$ cat config.mk
export PLATFORM = sky130hd
export DESIGN_NAME = vram_arb
export DESIGN_NICKNAME = d
export VERILOG_FILES = /design/src/rtl/vram_arb_pkg.sv /design/src/rtl/vram_rr_pick.sv /design/src/rtl/vram_arb.sv
export SDC_FILE = /design/constraint.sdc
export NUM_CORES = 1
export LEC_CHECK = 0
export CORE_AREA = 2 2 207 209
export DETAILED_ROUTE_END_ITERATION = 16
export DIE_AREA = 0 0 209 211
export PLACE_DENSITY_LB_ADDON = 0.15
export REMOVE_ABC_BUFFERS = 1
export SLEW_MARGIN = 20
export SYNTH_ARGS = -nofsm -noshare
export SYNTH_HDL_FRONTEND = slang
export SYNTH_HIERARCHICAL = 1
export SYNTH_SLANG_ARGS = --single-unit
$ cat constraint.sdc
create_clock -name clk -period 3.5 [get_ports clk]
set_input_delay 0.525 -clock clk [delete_from_list [all_inputs] [get_ports clk]]
set_output_delay 0.525 -clock clk [all_outputs]
set_load 0.02 [all_outputs]
$ cat src/rtl/vram_arb_pkg.sv
// rtl/vram_arb_pkg.sv - shared constants and FSM encoding for the VRAM arbiter
package vram_arb_pkg;
    localparam int REQ_DISP = 0;
    localparam int REQ_CPU  = 1;
    localparam int REQ_REN  = 2;
    localparam int NREQ     = 3;

    localparam logic [63:0] ERR_RDATA = 64'hFFFF_FFFF_FFFF_FFFF;

    typedef enum logic [1:0] {
        ST_IDLE = 2'd0,
        ST_BUSY = 2'd1,
        ST_RESP = 2'd2
    } state_t;
endpackage

$ cat src/rtl/vram_rr_pick.sv
// rtl/vram_rr_pick.sv - display-first, CPU/render round-robin one-hot picker
module vram_rr_pick
    import vram_arb_pkg::*;
(
    input  logic [NREQ-1:0] req,
    input  logic            ptr,   // 1: CPU was granted last, render wins the next tie
    output logic [NREQ-1:0] grant
);

    always_comb begin
        grant = '0;
        if (req[REQ_DISP]) begin
            grant[REQ_DISP] = 1'b1;
        end else if (req[REQ_CPU] && (!req[REQ_REN] || !ptr)) begin
            grant[REQ_CPU] = 1'b1;
        end else if (req[REQ_REN]) begin
            grant[REQ_REN] = 1'b1;
        end
    end

endmodule

$ cat src/rtl/vram_arb.sv
// rtl/vram_arb.sv - three-requester VRAM arbiter with ack timeout; perf counters under VRAM_ARB_PERF_EN
module vram_arb
    import vram_arb_pkg::*;
#(
    parameter int ACK_TIMEOUT = 255,
    parameter int ADDR_W      = 24
) (
    input  logic                 clk,
    input  logic                 rst,
    input  logic [2:0]           req_valid,
    input  logic [2:0]           req_wr,
    input  logic [3*ADDR_W-1:0]  req_addr,
    input  logic [191:0]         req_wdata,
    input  logic [23:0]          req_wmask,
    output logic [2:0]           req_ready,
    output logic [2:0]           resp_valid,
    output logic [63:0]          resp_rdata,
    output logic                 resp_err,
    output logic                 vram_rd,
    output logic                 vram_wr,
    output logic [ADDR_W-1:0]    vram_addr,
    output logic [63:0]          vram_dout,
    output logic [7:0]           vram_wmask,
`ifdef VRAM_ARB_PERF_EN
    output logic [31:0]          perf_grant0,
    output logic [31:0]          perf_grant1,
    output logic [31:0]          perf_grant2,
    output logic [31:0]          perf_busy,
    output logic [31:0]          perf_timeout,
`endif
    input  logic [63:0]          vram_din,
    input  logic                 vram_ack
);

    localparam int CNT_W = (ACK_TIMEOUT > 1) ? $clog2(ACK_TIMEOUT) : 1;

    state_t            state_q, state_d;
    logic [NREQ-1:0]   grant;
    logic [NREQ-1:0]   id_q;
    logic              ptr_q;
    logic              err_q;
    logic [63:0]       rdata_q;
    logic [CNT_W-1:0]  cnt_q;
    logic              tmo_hit;
    logic              sel_wr;
    logic [ADDR_W-1:0] sel_addr;
    logic [63:0]       sel_wdata;
    logic [7:0]        sel_wmask;

    vram_rr_pick u_pick (
        .req   (req_valid),
        .ptr   (ptr_q),
        .grant (grant)
    );

    assign tmo_hit    = (cnt_q == CNT_W'(ACK_TIMEOUT - 1));
    assign req_ready  = (state_q == ST_IDLE && !rst) ? grant : '0;
    assign resp_valid = (state_q == ST_RESP) ? id_q : '0;
    assign resp_err   = (state_q == ST_RESP) && err_q;
    assign resp_rdata = rdata_q;

    always_comb begin
        sel_wr    = 1'b0;
        sel_addr  = '0;
        sel_wdata = '0;
        sel_wmask = '0;
        for (int k = 0; k < NREQ; k++) begin
            if (grant[k]) begin
                sel_wr    = req_wr[k];
                sel_addr  = req_addr[k*ADDR_W +: ADDR_W];
                sel_wdata = req_wdata[k*64 +: 64];
                sel_wmask = req_wmask[k*8 +: 8];
            end
        end
    end

    always_ff @(posedge clk) begin
        if (rst) state_q <= ST_IDLE;
        else     state_q <= state_d;
    end

    always_comb begin
        state_d = state_q;
        case (state_q)
            ST_IDLE: if (|req_valid) state_d = ST_BUSY;
            ST_BUSY: if (vram_ack || tmo_hit) state_d = ST_RESP;
            ST_RESP: state_d = ST_IDLE;
            default: state_d = ST_IDLE;
        endcase
    end

    always_ff @(posedge clk) begin
        if (rst) begin
            id_q       <= '0;
            ptr_q      <= 1'b0;
            err_q      <= 1'b0;
            rdata_q    <= '0;
            cnt_q      <= '0;
            vram_rd    <= 1'b0;
            vram_wr    <= 1'b0;
            vram_addr  <= '0;
            vram_dout  <= '0;
            vram_wmask <= '0;
        end else begin
            case (state_q)
                ST_IDLE: if (|grant) begin
                    id_q       <= grant;
                    err_q      <= 1'b0;
                    cnt_q      <= '0;
                    vram_rd    <= !sel_wr;
                    vram_wr    <= sel_wr;
                    vram_addr  <= sel_addr;
                    vram_dout  <= sel_wdata;
                    vram_wmask <= sel_wmask;
                    // display grants leave the CPU/render fairness untouched
                    if (grant[REQ_CPU])      ptr_q <= 1'b1;
                    else if (grant[REQ_REN]) ptr_q <= 1'b0;
                end
                ST_BUSY: begin
                    if (vram_ack) begin
                        vram_rd <= 1'b0;
                        vram_wr <= 1'b0;
                        rdata_q <= vram_wr ? 64'd0 : vram_din;
                    end else if (tmo_hit) begin
                        vram_rd <= 1'b0;
                        vram_wr <= 1'b0;
                        err_q   <= 1'b1;
                        rdata_q <= ERR_RDATA;
                    end else begin
                        cnt_q <= cnt_q + 1'b1;
                    end
                end
                default: ;
            endcase
        end
    end

`ifdef VRAM_ARB_PERF_EN
    always_ff @(posedge clk) begin
        if (rst) begin
            perf_grant0  <= '0;
            perf_grant1  <= '0;
            perf_grant2  <= '0;
            perf_busy    <= '0;
            perf_timeout <= '0;
        end else begin
            if (state_q == ST_IDLE) begin
                if (grant[REQ_DISP]) perf_grant0 <= perf_grant0 + 1'b1;
                if (grant[REQ_CPU])  perf_grant1 <= perf_grant1 + 1'b1;
                if (grant[REQ_REN])  perf_grant2 <= perf_grant2 + 1'b1;
            end else begin
                perf_busy <= perf_busy + 1'b1;
            end
            if (state_q == ST_BUSY && !vram_ack && tmo_hit)
                perf_timeout <= perf_timeout + 1'b1;
        end
    end
`endif

endmodule

==> metrics, run 1 <==
status finished, final reports clean; clk_lat worst skew 0.45 ns; Peak Freq 326 MHz; die area 0.0441 mm²; core box area 0.0418 mm²; worst path bufs/invs 4; row cnt 75; TritonCTS Buffers 17; fraction of layout cells with a size suffix above 1 0.0750; fin. max-slew vios 0; drt initial violations 446; crit-path max cell delay 0.60 ns; Mapped Cells 963; hpwl dp 31100 µm; Worst Setup Start Kind primary input; DRC viols 0; Worst setup EP type output pin; Nets 1790; Cell Chain, Critical Path clkdlybuf4s50_1 -> inv_1 -> o211a_4 -> buf_4 -> and2_1 -> clkdlybuf4s50_1; Yosys cell types 44; RSZ-0062 raised after global routing no; Power per Cell Area 394 mW/mm²; pin count of the biggest net entering global routing 83; CP delay by family, top buffers and inverters; fin crit period 3.06 ns; Die H 211 µm; WL per Instance 21.6 µm; Rel. slew slack 0.418; worst vdd ir 0.000334 V; htree depth 4; WP data required 2.97 ns; Reg clk slew, reported paths 0.07 ns; Hold Path Class register to register; maximum clock path buffer count 2; GRT Util Overall 0.187; Worst EP arrival 2.54 ns; total routed wirelength 42800 µm; Fin Setup TNS 0 ns; initial antenna violation count 6; RD Place Congestion 0.797; Synth area leaders dfxtp_1, a2111oi_0, a221oi_1; Final Setup Violations 0; via count 9616; Seq/Total Area, Yosys 0.405; post-CTS setup buffer count 0; Pre-antenna DRT Iters 4; TritonCTS clock tree yes; max-cap violations 0; synthesized area 0.00875 mm²; Final Util 0.363; Final Hold Vio Count 0; Post-synth top flop dfxtp_1; LEAKAGE 6.37 nW; vias in the first global route 9598; number of synthesized flops with an enable pin 0; ys async rst share 0; # hold bufs at CTS 0; Clock Sinks 177; Setup CP Type primary input to output pin; Detail Route Antenna Nets 0; Yosys top cell area share 0.405; Die X 209 µm; first-pass GRT wire length 62400 µm; critical path's slowest cell clkdlybuf4s50_1; initial core utilization 0.210; post-CTS sizing 0; vias per cell 4.85; crit-path most repeated cell clkdlybuf4s50_1; grt ovf 0; Synth Area per Inst 9.09 µm²; io pins 530; clk root buf clkbuf_16; Tightest Pin Transition 0.873 ns; Crit Path Max Fanout 26; Synth Register Bits 177; warnings from Yosys 6; Layout area overhead 73.3%; Clock Skews 0.0104 ns; port buffer count 529; Yosys top cell by area dfxtp_1; Final Cycle Share 0.875
-- synthesized netlist by cell type (3+ instances only) --
cell type,n
o21ai_0,61
and2_1,10
a31o_1,72
a22oi_1,3
inv_1,164
o211a_1,65
nand2_1,8
or3_1,3
buf_4,6
nand3_1,8
a21oi_1,10
o21ai_1,10
a31o_2,24
buf_6,4
clkbuf_1,67
a311oi_2,3
dfxtp_1,177
buf_2,33
buf_1,8
a2111oi_0,96
a221oi_1,96
nor2_1,4
-- flip-flops by register name, summed over array words and instances (netlist names) --
register    flops
resp_rdata     64
vram_dout      64
vram_addr      24
cnt_q           8
vram_wmask      8
id_q            3
state_q         2
err_q           1
ptr_q           1
vram_rd         1
vram_wr         1
-- tightest hold or removal path: cells and delay by family, from the launching register on --
kind | cells | cell delay [ns]
flops | 1 | 0.31
simple gates | 1 | 0.05
compound gates | 1 | 0.05
-- kinds of logic (layout without fill, tap and decap cells) --
| logic type | Yosys count | after routing | synth area share |
|---|---|---|---|
| compound gates | 454 | 454 | 0.429 |
| buf+inv | 283 | 760 | 0.132 |
| flops | 177 | 177 | 0.405 |
| simple gates | 47 | 47 | 0.0309 |
| fa+ha+maj | 2 | 2 | 0.00286 |
| other cells | 0 | 3 | 0 |
-- final cells by class --
cell class,count,area [µm²]
Fill cell,4286,26600
Timing Repair Buffer,563,5620
Antenna cell,3,7.51
Clock inverter,13,148
Inverter,165,624
Tap cell,539,674
Sequential cell,177,3540
Multi-Input combinational cell,503,4090
Clock buffer,19,453
-- cell usage in the layout, fill, tap and decap left out, drive strengths merged, types with 2 or more instances in the layout --
cell,n
clkdlybuf4s50,528
dfxtp,177
inv,170
a221oi,96
a2111oi,96
a31o,96
o21ai,72
o211a,65
buf,35
clkbuf,19
a21oi,10
and2,10
nand2,10
nand3,8
nor2,5
clkinv,5
or3,4
diode,3
a22oi,3
a311oi,3
a211oi,3
nor2b,3
nor3,2
a21o,2
a41oi,2
nand2b,2
ha,2
bufinv,2
o21a,2
-- worst paths after layout --
| kind | from | slack [ns] | endpoint | cells after the start |
|---|---|---|---|---|
| setup reg to reg | ptr_q | 1.10 | vram_wmask[1] | 8 |
| setup / recovery | req_valid[0] | 0.44 | req_ready[2] | 6 |
| hold / removal | id_q[1] | 0.45 | id_q[1] | 2 |
| hold reg to reg | id_q[1] | 0.45 | id_q[1] | 2 |
-- metrics by stage --
step / cells / area (µm²) / power, mW / worst slack (ns) / hold WS, ns
floorplan: 845 / 8220 / 2.97 / -4.31 / 0.426
global placement: 1947 / 14600 / 4.02 / 0.344 / 0.445
detailed placement: 1947 / 14600 / 4.02 / 0.297 / 0.445
CTS: 1979 / 15200 / 6.09 / 0.414 / 0.456
global route: 1981 / 15200 / 6.27 / 0.334 / 0.489
finish: 1982 / 15200 / 5.98 / 0.437 / 0.454
-- metal layers --
layer  global-route usage  share of wire  vias to the layer above
li1                     -              -                     4635
met1                0.219           0.41                     4566
met2                0.322           0.49                      367
met3               0.0642          0.083                       42
met4               0.0591          0.020                        6
met5                    0        0.00096                        -
-- power breakdown --
part | internal (mW) | total, mW | switching, mW | leakage, nW
logic | 0.872 | 1.69 | 0.821 | 4.62
clock network | 1.10 | 2.02 | 0.920 | 0.295
registers | 2.18 | 2.26 | 0.0877 | 1.45
No activity file was read; power rests on OpenSTA's default activity.
==> run 2: changes to the inputs <==
--- a/config.mk
+++ b/config.mk
@@ -10,7 +10,6 @@
 export DIE_AREA = 0 0 209 211
 export PLACE_DENSITY_LB_ADDON = 0.15
 export REMOVE_ABC_BUFFERS = 1
-export SLEW_MARGIN = 20
 export SYNTH_ARGS = -nofsm -noshare
 export SYNTH_HDL_FRONTEND = slang
 export SYNTH_HIERARCHICAL = 1
==> results of run 2 <==
Same layout as run 1: the final DEF is identical, and so are final timing and power.
==> run 3: changes to the inputs <==
--- a/config.mk
+++ b/config.mk
@@ -5,9 +5,11 @@
 export SDC_FILE = /design/constraint.sdc
 export NUM_CORES = 1
 export LEC_CHECK = 0
-export CORE_AREA = 2 2 207 209
+export ABC_AREA = 1
+export CORE_AREA = 2 2 204 206
+export CTS_BUF_LIST = sky130_fd_sc_hd__clkbuf_16
 export DETAILED_ROUTE_END_ITERATION = 16
-export DIE_AREA = 0 0 209 211
+export DIE_AREA = 0 0 206 208
 export PLACE_DENSITY_LB_ADDON = 0.15
 export REMOVE_ABC_BUFFERS = 1
 export SYNTH_ARGS = -nofsm -noshare
==> metrics, run 3 <==
Cell Chain, Critical Path clkdlybuf4s50_1 -> inv_4 -> nand2_1 -> nor2_1 -> clkdlybuf4s50_1 (was clkdlybuf4s50_1 -> inv_1 -> o211a_4 -> buf_4 -> and2_1 -> clkdlybuf4s50_1); WP data required 2.97 ns (about the same); maximum clock path buffer count 2 (unchanged); row cnt 74 (was 75); pin count of the biggest net entering global routing 194 (was 83); worst path bufs/invs 3 (was 4); Cell Area, Placed 0.0146 mm² (about the same); CP delay by family, top buffers and inverters (unchanged); Ant. Diodes 0 (was 3); core box area 0.0406 mm² (was 0.0418 mm²); LEAKAGE 6.22 nW (was 6.37 nW); crit-path most repeated cell clkdlybuf4s50_1 (unchanged); TritonCTS Buffers 17 (unchanged); RD Place Congestion 0.814 (was 0.797); vias in the first global route 10.2k (was 9598); synthesized area 0.00904 mm² (was 0.00875 mm²); Rel. slew slack 0.376 (was 0.418); # hold bufs at CTS 0 (unchanged); Detail Route Antenna Nets 0 (unchanged); instance count on the critical path 5 (was 6); Mapped Cells 1355 (was 963); met3 Use GR 0.0569 (was 0.0642); crit-path max cell delay 0.65 ns (was 0.60 ns); worst hold path depth 2 (unchanged); top cells by count, synth nand2_1, o21ai_0, a21oi_1 (was dfxtp_1, inv_1, a2111oi_0, a221oi_1, a31o_1); worst vdd ir 0.000252 V (was 0.000334 V); fin crit period 2.76 ns (was 3.06 ns); Final Setup Violations 0 (unchanged); number of synthesized flops with an enable pin 0 (unchanged); Clock Skews 0.00931 ns (was 0.0104 ns); ys async rst share 0 (unchanged); WL per Instance 17.4 µm (was 21.6 µm); RSZ-0062 raised after global routing no (unchanged); grt ovf 0 (unchanged); first-pass GRT wire length 60200 µm (was 62400 µm); Worst setup EP type output pin (unchanged); fin. max-slew vios 0 (unchanged); Synth area leaders dfxtp_1, nand2_1, o21ai_0 (was dfxtp_1, a2111oi_0, a221oi_1); fraction of layout cells with a size suffix above 1 0.0396 (was 0.0750); Synth Register Bits 177 (unchanged); Worst Setup Start Kind primary input (unchanged); initial core utilization 0.223 (was 0.210); Die X 206 µm (was 209 µm); port buffer count 529 (unchanged); Layout area overhead 67.8% (was 73.3%); commonest non-fill, non-tap cells in the layout clkdlybuf4s50_1, nand2_1, o21ai_0 (was clkdlybuf4s50_1, dfxtp_1, inv_1); total routed wirelength 40800 µm (was 42800 µm); Post-synth top flop dfxtp_1 (unchanged); Final Cycle Share 0.790 (was 0.875); Final Hold Vio Count 0 (unchanged); Pre-antenna DRT Iters 6 (was 4); Setup CP Type primary input to output pin (unchanged); die area 0.0428 mm² (was 0.0441 mm²); Reg clk slew, reported paths 0.07 ns (about the same); Tightest Pin Transition 0.936 ns (was 0.873 ns); M1 GR Usage 0.212 (was 0.219); Hold Path Class register to register (unchanged); status finished, final reports clean (unchanged); DRC viols 0 (unchanged); most frequent cell after synthesis nand2_1 (was dfxtp_1); GRT Util Overall 0.183 (was 0.187); max-cap violations 0 (unchanged); most common cell after layout, fill and taps aside clkdlybuf4s50_1 (unchanged); clk_lat worst skew 0.44 ns (was 0.45 ns); Crit Path Max Fanout 10 (was 26); FF-to-FF path depth 11 (was 8); Synth Area per Inst 6.67 µm² (was 9.09 µm²); post-CTS setup buffer count 0 (unchanged); hpwl dp 29100 µm (was 31100 µm); Clock Sinks 177 (unchanged); Peak Freq 362 MHz (was 326 MHz); Die H 208 µm (was 211 µm); Fin Setup TNS 0 ns (unchanged); drt initial violations 598 (was 446); Final Instance Area 0.0152 mm² (about the same); Global Route met2 Usage 0.319 (was 0.322); via count 10.5k (was 9616); GR peak layer met2 (unchanged); Yosys top cell by area dfxtp_1 (unchanged); post-CTS sizing 0 (unchanged); TritonCTS clock tree yes (unchanged); warnings from Yosys 6 (unchanged); critical path's slowest cell clkdlybuf4s50_1 (unchanged); initial antenna violation count 2 (was 6); Seq/Total Area, Yosys 0.392 (was 0.405); clk root buf clkbuf_16 (unchanged); Yosys top cell area share 0.392 (was 0.405); vias per cell 4.49 (was 4.85); htree depth 4 (unchanged); Worst EP arrival 2.24 ns (was 2.54 ns); Yosys cell types 32 (was 44); Nets 2166 (was 1790); Power per Cell Area 415 mW/mm² (was 394 mW/mm²); io pins 530 (unchanged)
run 3: final timing paths:
| check | start | to | slack [ns] |
|---|---|---|---|
| worst max-delay path | rst | req_ready[2] | 0.74 |
| worst min-delay path | id_q[0] | id_q[0] | 0.47 |
| worst max register to register | ptr_q | vram_dout[2] | 1.30 |
| worst min register to register | id_q[0] | id_q[0] | 0.47 |
run 3: tightest hold or removal path, cell delays in order, from the launching register on:
cell and delay, ns:
dfxtp_1 0.31, nand2_1 0.06, a21oi_1 0.05
run 3: cells by family after synthesis:
kind of cell,after synthesis,share of synthesized area
xor gates and xnor gates,1,0.000969
AOI/OAI and AO/OA,532,0.314
and+or+nand+nor,376,0.165
buffers and inverters,267,0.125
adders and majority gates,2,0.00277
DFF,177,0.392
run 3: cell type report:
cell class	count	area (µm²)
fillers	4340	25400
repair buffers	542	5450
multi-input cells	911	4380
flip-flops and latches	177	3540
well taps	532	666
inverters	154	586
clock buffers	17	425
clock inverters	15	120
run 3: where the power goes:
group          switching (mW)  total (mW)  leakage, nW  internal [mW]
registers               0.121        2.37         1.46           2.25
logic                    1.09        2.08         4.49          0.985
clock network           0.872        1.85        0.273          0.974
run 3: metrics by stage:
step / util / cells / power, mW / setup slack (ns) / hold WS, ns
after CTS: 0.374 / 2348 / 6.40 / 0.720 / 0.464
after global placement: 0.361 / 2316 / 4.51 / 0.700 / 0.455
after global routing: 0.374 / 2348 / 6.65 / 0.663 / 0.479
after floorplan: - / 1242 / 3.30 / -2.02 / 0.435
final: 0.374 / 2348 / 6.29 / 0.736 / 0.470
after detailed placement: 0.361 / 2316 / 4.51 / 0.659 / 0.463
run 3: layer usage:
metal | vias to the layer above | wire, µm
li1 | 5366 | -
met1 | 4757 | 16600
met2 | 382 | 20100
met3 | 40 | 3410
met4 | 4 | 770
met5 | - | 24
